File: src/rtl/conv_pkg.sv
// Shared defaults and width helper for the conv_row_mac filter.
// Holds the default parameters and the sum width function.
package conv_pkg;

  localparam int DEF_DATA_W   = 8;
  localparam int DEF_ACC_W    = 16;
  localparam int DEF_TAPS     = 3;
  localparam int DEF_LINE_LEN = 480;

  // Width that holds the sum of TAPS full-width products
  // without overflow.
  function automatic int sum_w(
    input int dw,
    input int taps
  );
    return 2 * dw + $clog2(taps);
  endfunction

endpackage

File: src/rtl/conv_tap_mul.sv
// One registered signed multiply (one kernel tap).
// Ports: clk, rst_n, en, a, b -> p (2*DATA_W, registered).
module conv_tap_mul #(
  parameter int DATA_W = 8
) (
  input  logic                       clk,
  input  logic                       rst_n,
  input  logic                       en,
  input  logic signed [DATA_W-1:0]   a,
  input  logic signed [DATA_W-1:0]   b,
  output logic signed [2*DATA_W-1:0] p
);

  always_ff @(posedge clk or negedge rst_n) begin
    if (!rst_n) begin
      p <= '0;
    end else if (en) begin
      p <= a * b;
    end
  end

endmodule

File: src/rtl/conv_row_mac.sv
// Row convolution MAC: y[n] = sum w[k]*x[n-k], zero padded per line.
// Ports: clk, rst_n, ce, din_valid, din, weight_load, weight_in,
//        dout_valid, dout, line_last.
// Define CONV_ROW_MAC_SATURATE_EN to clamp dout instead of wrapping.
module conv_row_mac
  import conv_pkg::*;
#(
  parameter int DATA_W   = DEF_DATA_W,
  parameter int ACC_W    = DEF_ACC_W,
  parameter int TAPS     = DEF_TAPS,
  parameter int LINE_LEN = DEF_LINE_LEN
) (
  input  logic                     clk,
  input  logic                     rst_n,
  input  logic                     ce,
  input  logic                     din_valid,
  input  logic signed [DATA_W-1:0] din,
  input  logic                     weight_load,
  input  logic [TAPS*DATA_W-1:0]   weight_in,
  output logic                     dout_valid,
  output logic signed [ACC_W-1:0]  dout,
  output logic                     line_last
);

  localparam int PW = 2 * DATA_W;
  localparam int SW = sum_w(DATA_W, TAPS);
  localparam int MW = (SW > ACC_W) ? SW : ACC_W;
  localparam int CW =
    (LINE_LEN > 1) ? $clog2(LINE_LEN) : 1;
  localparam logic [CW-1:0] COL_END =
    CW'(LINE_LEN - 1);

  logic                     acc_in;
  logic                     wld;
  logic [CW-1:0]            col;
  logic                     col_end;
  logic signed [DATA_W-1:0] w    [TAPS];
  logic signed [DATA_W-1:0] hist [TAPS-1];
  logic signed [DATA_W-1:0] x    [TAPS];
  logic signed [PW-1:0]     prod [TAPS];
  logic                     v1;
  logic                     last1;
  logic signed [MW-1:0]     sum;
  logic signed [ACC_W-1:0]  res;

  assign acc_in  = ce & din_valid;
  assign wld     = ce & weight_load;
  assign col_end = (col == COL_END);

  always_ff @(posedge clk or negedge rst_n) begin
    if (!rst_n) begin
      for (int k = 0; k < TAPS; k++) w[k] <= '0;
    end else if (wld) begin
      for (int k = 0; k < TAPS; k++)
        w[k] <= weight_in[k*DATA_W +: DATA_W];
    end
  end

  // The last sample of a line leaves an empty history, so the
  // next line starts with zero padding.
  always_ff @(posedge clk or negedge rst_n) begin
    if (!rst_n) begin
      col <= '0;
      for (int k = 0; k < TAPS-1; k++) hist[k] <= '0;
    end else if (acc_in) begin
      if (col_end) begin
        col <= '0;
        for (int k = 0; k < TAPS-1; k++) hist[k] <= '0;
      end else begin
        col     <= col + 1'b1;
        hist[0] <= din;
        for (int k = 1; k < TAPS-1; k++)
          hist[k] <= hist[k-1];
      end
    end
  end

  always_comb begin
    x[0] = din;
    for (int k = 1; k < TAPS; k++) x[k] = hist[k-1];
  end

  for (genvar g = 0; g < TAPS; g++) begin : g_tap
    conv_tap_mul #(
      .DATA_W (DATA_W)
    ) u_mul (
      .clk   (clk),
      .rst_n (rst_n),
      .en    (acc_in),
      .a     (x[g]),
      .b     (w[g]),
      .p     (prod[g])
    );
  end

  always_ff @(posedge clk or negedge rst_n) begin
    if (!rst_n) begin
      v1    <= 1'b0;
      last1 <= 1'b0;
    end else if (ce) begin
      v1    <= din_valid;
      last1 <= din_valid & col_end;
    end
  end

  always_comb begin
    sum = '0;
    for (int k = 0; k < TAPS; k++)
      sum = sum + MW'(prod[k]);
  end

`ifdef CONV_ROW_MAC_SATURATE_EN
  localparam logic signed [MW-1:0] MAXV =
    {{(MW-ACC_W+1){1'b0}}, {(ACC_W-1){1'b1}}};
  localparam logic signed [MW-1:0] MINV = ~MAXV;

  always_comb begin
    if (sum > MAXV)      res = ACC_W'(MAXV);
    else if (sum < MINV) res = ACC_W'(MINV);
    else                 res = ACC_W'(sum);
  end
`else
  always_comb res = ACC_W'(sum);
`endif

  always_ff @(posedge clk or negedge rst_n) begin
    if (!rst_n) begin
      dout       <= '0;
      dout_valid <= 1'b0;
      line_last  <= 1'b0;
    end else if (ce) begin
      dout_valid <= v1;
      line_last  <= v1 & last1;
      if (v1) dout <= res;
    end
  end

endmodule

File: config.mk
export PLATFORM = sky130hd
export DESIGN_NAME = conv_row_mac
export DESIGN_NICKNAME = d
export VERILOG_FILES = /design/src/rtl/conv_pkg.sv /design/src/rtl/conv_tap_mul.sv /design/src/rtl/conv_row_mac.sv
export SDC_FILE = /design/constraint.sdc
export NUM_CORES = 1
export LEC_CHECK = 0
export ABC_AREA = 1
export CAP_MARGIN = 15
export CORE_ASPECT_RATIO = 1.5
export CORE_MARGIN = 4
export CORE_UTILIZATION = 55
export DETAILED_ROUTE_END_ITERATION = 8
export GPL_TIMING_DRIVEN = 0
export PLACE_DENSITY_LB_ADDON = 0.12
export SETUP_SLACK_MARGIN = 0.2
export SLEW_MARGIN = 25
export SYNTH_ARGS = -nofsm -noshare
export SYNTH_HDL_FRONTEND = slang
export SYNTH_HIERARCHICAL = 1
export SYNTH_SLANG_ARGS = --single-unit
File: constraint.sdc
create_clock -name clk -period 4.74 [get_ports clk]
set_input_delay 0.948 -clock clk [delete_from_list [all_inputs] [get_ports clk]]
set_output_delay 0.948 -clock clk [all_outputs]
set_load 0.005 [all_outputs]
==> results of run 1 <==
==> critical path, delay by kind of cell <==
family	cells	cell delay (ns)
fa+ha+maj	5	2.43
buf+inv	8	0.70
simple gates	9	0.69
==> path summary, 6_finish.rpt <==
check,slack [ns],startpoint,depth (start not counted),end
min in group clk,0.48,dout[7],2,dout[7]
worst max register to register,0.40,hist[0],15,g_tap[2].u_mul/p[10]
worst max-delay path,0.26,din[3],22,g_tap[0].u_mul/p[15]
worst min-delay path,0.37,rst_n,1,dout[13]
worst min register to register,0.48,dout[7],2,dout[7]
max in group asynchronous,3.65,rst_n,2,w[2]
==> cells in the final DEF, fill, tap and decap left out, types with 5 or more instances in the layout <==
cell type and count:
clkbuf_2 11, clkbuf_1 35, clkbuf_8 5, nand2_2 12
inv_2 8, o21ai_1 6, mux2_2 24, o21ai_0 34
buf_2 8, xnor2_1 21, fa_1 176, ha_1 93
nand2_1 514, a21o_1 9, buf_8 6, a21oi_1 31
ha_4 8, inv_1 477, clkbuf_16 17, fa_2 5
nand4_1 9, nor2_2 11, clkdlybuf4s50_1 45, nand3_1 96
nand3b_1 6, buf_4 12, a31oi_1 7, nor2_1 65
dfrtp_1 117
==> final cells by class <==
type	instances	area (um2)	area share, %
sequential	117	2930	18.4
timing repair buffer	66	648	4.06
buffer	62	367	2.30
inverter	488	1830	11.5
multi-input combinational	1163	9150	57.4
clock buffer	21	460	2.89
tap	328	410	2.57
clock inverter	9	153	0.957
==> per-layer routing <==
layer / part of all wire, % / up-vias / wire length, um / track usage (%)
met5: 0 / - / 0 / 0
met3: 2.6 / 64 / 826 / 2.93
met4: 4.0 / 0 / 1280 / 11.0
met1: 39 / 5401 / 12200 / 27.0
met2: 55 / 199 / 17400 / 46.5
li1: - / 5520 / - / -
==> stage by stage <==
stage               hold slack [ns]  util [%]
floorplan                     0.447         -
global placement              0.462      59.8
global route                  0.367      63.7
CTS                           0.360      63.2
detailed placement            0.464      60.0
finish                        0.366      63.7
==> kinds of logic (layout without fill, tap and decap cells) <==
group | count (synthesis) | in the layout | share of synthesized area (%)
AO/OA/AOI/OAI | 97 | 97 | 3.83
XOR/XNOR | 25 | 25 | 1.57
flip-flops | 117 | 117 | 20.9
AND/OR/NAND/NOR | 734 | 734 | 21.6
multiplexers | 24 | 24 | 1.93
adder cells (fa/ha/maj) | 283 | 283 | 35.1
buffers and inverters | 550 | 646 | 15.0
==> sequential cells by signal (all words and copies together) (netlist names) <==
register and cells:
line_last 1, last1 1, v1 1, col 9, w 24, dout_valid 1, g_tap.u_mul/p 48, dout 16
hist 16
==> timing repair <==
| item | in CTS | in global routing |
|---|---|---|
| setup buffers | 9 | 2 |
| endpoints found under the setup margin | 9 | 19 |
| hold buffers | 0 | 0 |
| pin swaps | 14 | 18 |
| gates cloned | 0 | 0 |
| gates resized for setup | 42 | 56 |
==> results.py, run 1 <==
metrics = {
    "worst_setup_path": {
        "critPathMostFrequentCell": "fa_1",
        "cp.arrival_ns": 4.79,
        "worst-setup-path-type": "input port to register",
        "critical_path_required_ns": 5.05,
        "end_kind": "register",
        "cp-start-kind": "input port",
        "critical-path-max-stage-delay_ns": 0.58,
        "path_cells": "dlygate4sd2_1, clkbuf_8, nand2_1, inv_1, fa_1, inv_2, fa_1, inv_1, fa_1, inv_2, fa_1, inv_2, ha_4, nand2_4, nor2_4, nand2_2, nor2_2, inv_1, nand3_1, nand3_1, nand3_2, nand2_2",
        "path_max_fanout": 5,
        "slowest_stage": "fa_1",
    },
    "clock_tree": {
        "root_buffer": "clkbuf_16",
        "cts_tree": "yes",
        "clkSinkCount": 117,
        "htreeDepth": 4,
        "cts.clk_slew.worst_paths_ns": 0.06,
        "cts_inserted_buffers": 17,
        "clkLatencyLatePin_ns": 0.43,
        "max-clock-path-buffers": 2,
    },
    "floorplan": {
        "ioPinCount": 55,
        "die_h_um": 203,
        "start_util_pct": 55.8,
        "fp-row-count": 71,
        "die_w_um": 138,
        "coreArea_um2": 25100,
        "fp.dieArea_um2": 28100,
    },
    "sta": {
        "rsz0062_at_grt": "true",
        "setup_viol": 0,
        "tns_ns": 0,
        "slew_violations": 0,
        "clock_skew_ns": 0.0112,
        "worstMarginPinSlew_ns": 0.690,
        "timing.final.ws_setup_ns": 0.262,
        "post-route-period-util_pct": 94.5,
        "max_clock_freq_mhz": 223,
        "hold_viol_final": 0,
        "max-slew-margin-rel_pct": 54.0,
        "fin_crit_ns": 4.48,
    },
    "global_routing": {
        "grt_max_degree": 91,
        "overflow": 0,
        "grt_pass1_vias": 12000,
        "grt_pass1_wl_mm": 55.7,
        "grtUsageTotal_pct": 24.4,
        "antenna_found_initial": 0,
    },
    "placed_design": {
        "dpl.hpwl_mm": 26.0,
        "place_inst": 2213,
        "portBuffers": 54,
        "place_ws_ns": -0.774,
        "gp_congestion": 0.888,
        "placed_area_um2": 15000,
    },
    "synth": {
        "synth_cell_types": 38,
        "syn-instance-count": 1830,
        "synth.area.top_cells": "fa_1 (26%), dfrtp_1 (21%), nand2_1 (14%)",
        "ys_ff_latch": 117,
        "synth_top_flop_cell": "dfrtp_1",
        "synth_largest_area_cell": "fa_1",
        "synth_seq_area_share_pct": 20.9,
        "syn-num-nets": 2150,
        "ys_warn_count": 6,
        "synth.top_cell.area_share_pct": 25.9,
        "synth_most_common_cell": "nand2_1",
        "syn-cell-area_um2": 14000,
        "synth_edf_count": 0,
        "synthTopCellsByCount": "nand2_1 (521), inv_1 (486), fa_1 (181)",
        "syn_avg_cell_area_um2": 7.64,
        "async_flop_share_pct": 100,
    },
    "final_layout": {
        "antenna_cells": 0,
        "nFillCells": 2244,
        "nets": 2235,
        "drive_above_1_share_pct": 8.52,
        "final_area_um2": 15900,
        "final-instance-count-excl-fill": 2254,
        "area.growth.synth_to_final_pct": 14.1,
    },
    "routing": {
        "routed_via_density": 4.96,
        "first_pass_iters": 5,
        "num_vias": 11200,
        "drt_iter0_drc": 447,
        "post_drt_wl_per_cell_um": 14.1,
        "drt_drc_violations_left": 0,
        "routed_wl_mm": 31.7,
        "drtAntennaViolNets": 0,
    },
    "outcome": {
        "status": "finished clean",
    },
    "flow_run": {
        "drv_cap": 0,
    },
    "hold_path": {
        "worstHoldPathType": "input port to async pin",
    },
}
Power of run 1 is not shown: default switching activity piles up to over one toggle a cycle in this logic, so the estimate is an artifact.
==> run 2: changes to the inputs <==
--- a/config.mk
+++ b/config.mk
@@ -6,6 +6,7 @@
 export NUM_CORES = 1
 export LEC_CHECK = 0
 export ABC_AREA = 1
+export ABC_CLOCK_PERIOD_IN_PS = 4740
 export CAP_MARGIN = 15
 export CORE_ASPECT_RATIO = 1.5
 export CORE_MARGIN = 4
==> results of run 2 <==
The final DEF is identical to that of run 1; final timing and power are the same.
Power of run 2 is left out for the same reason.
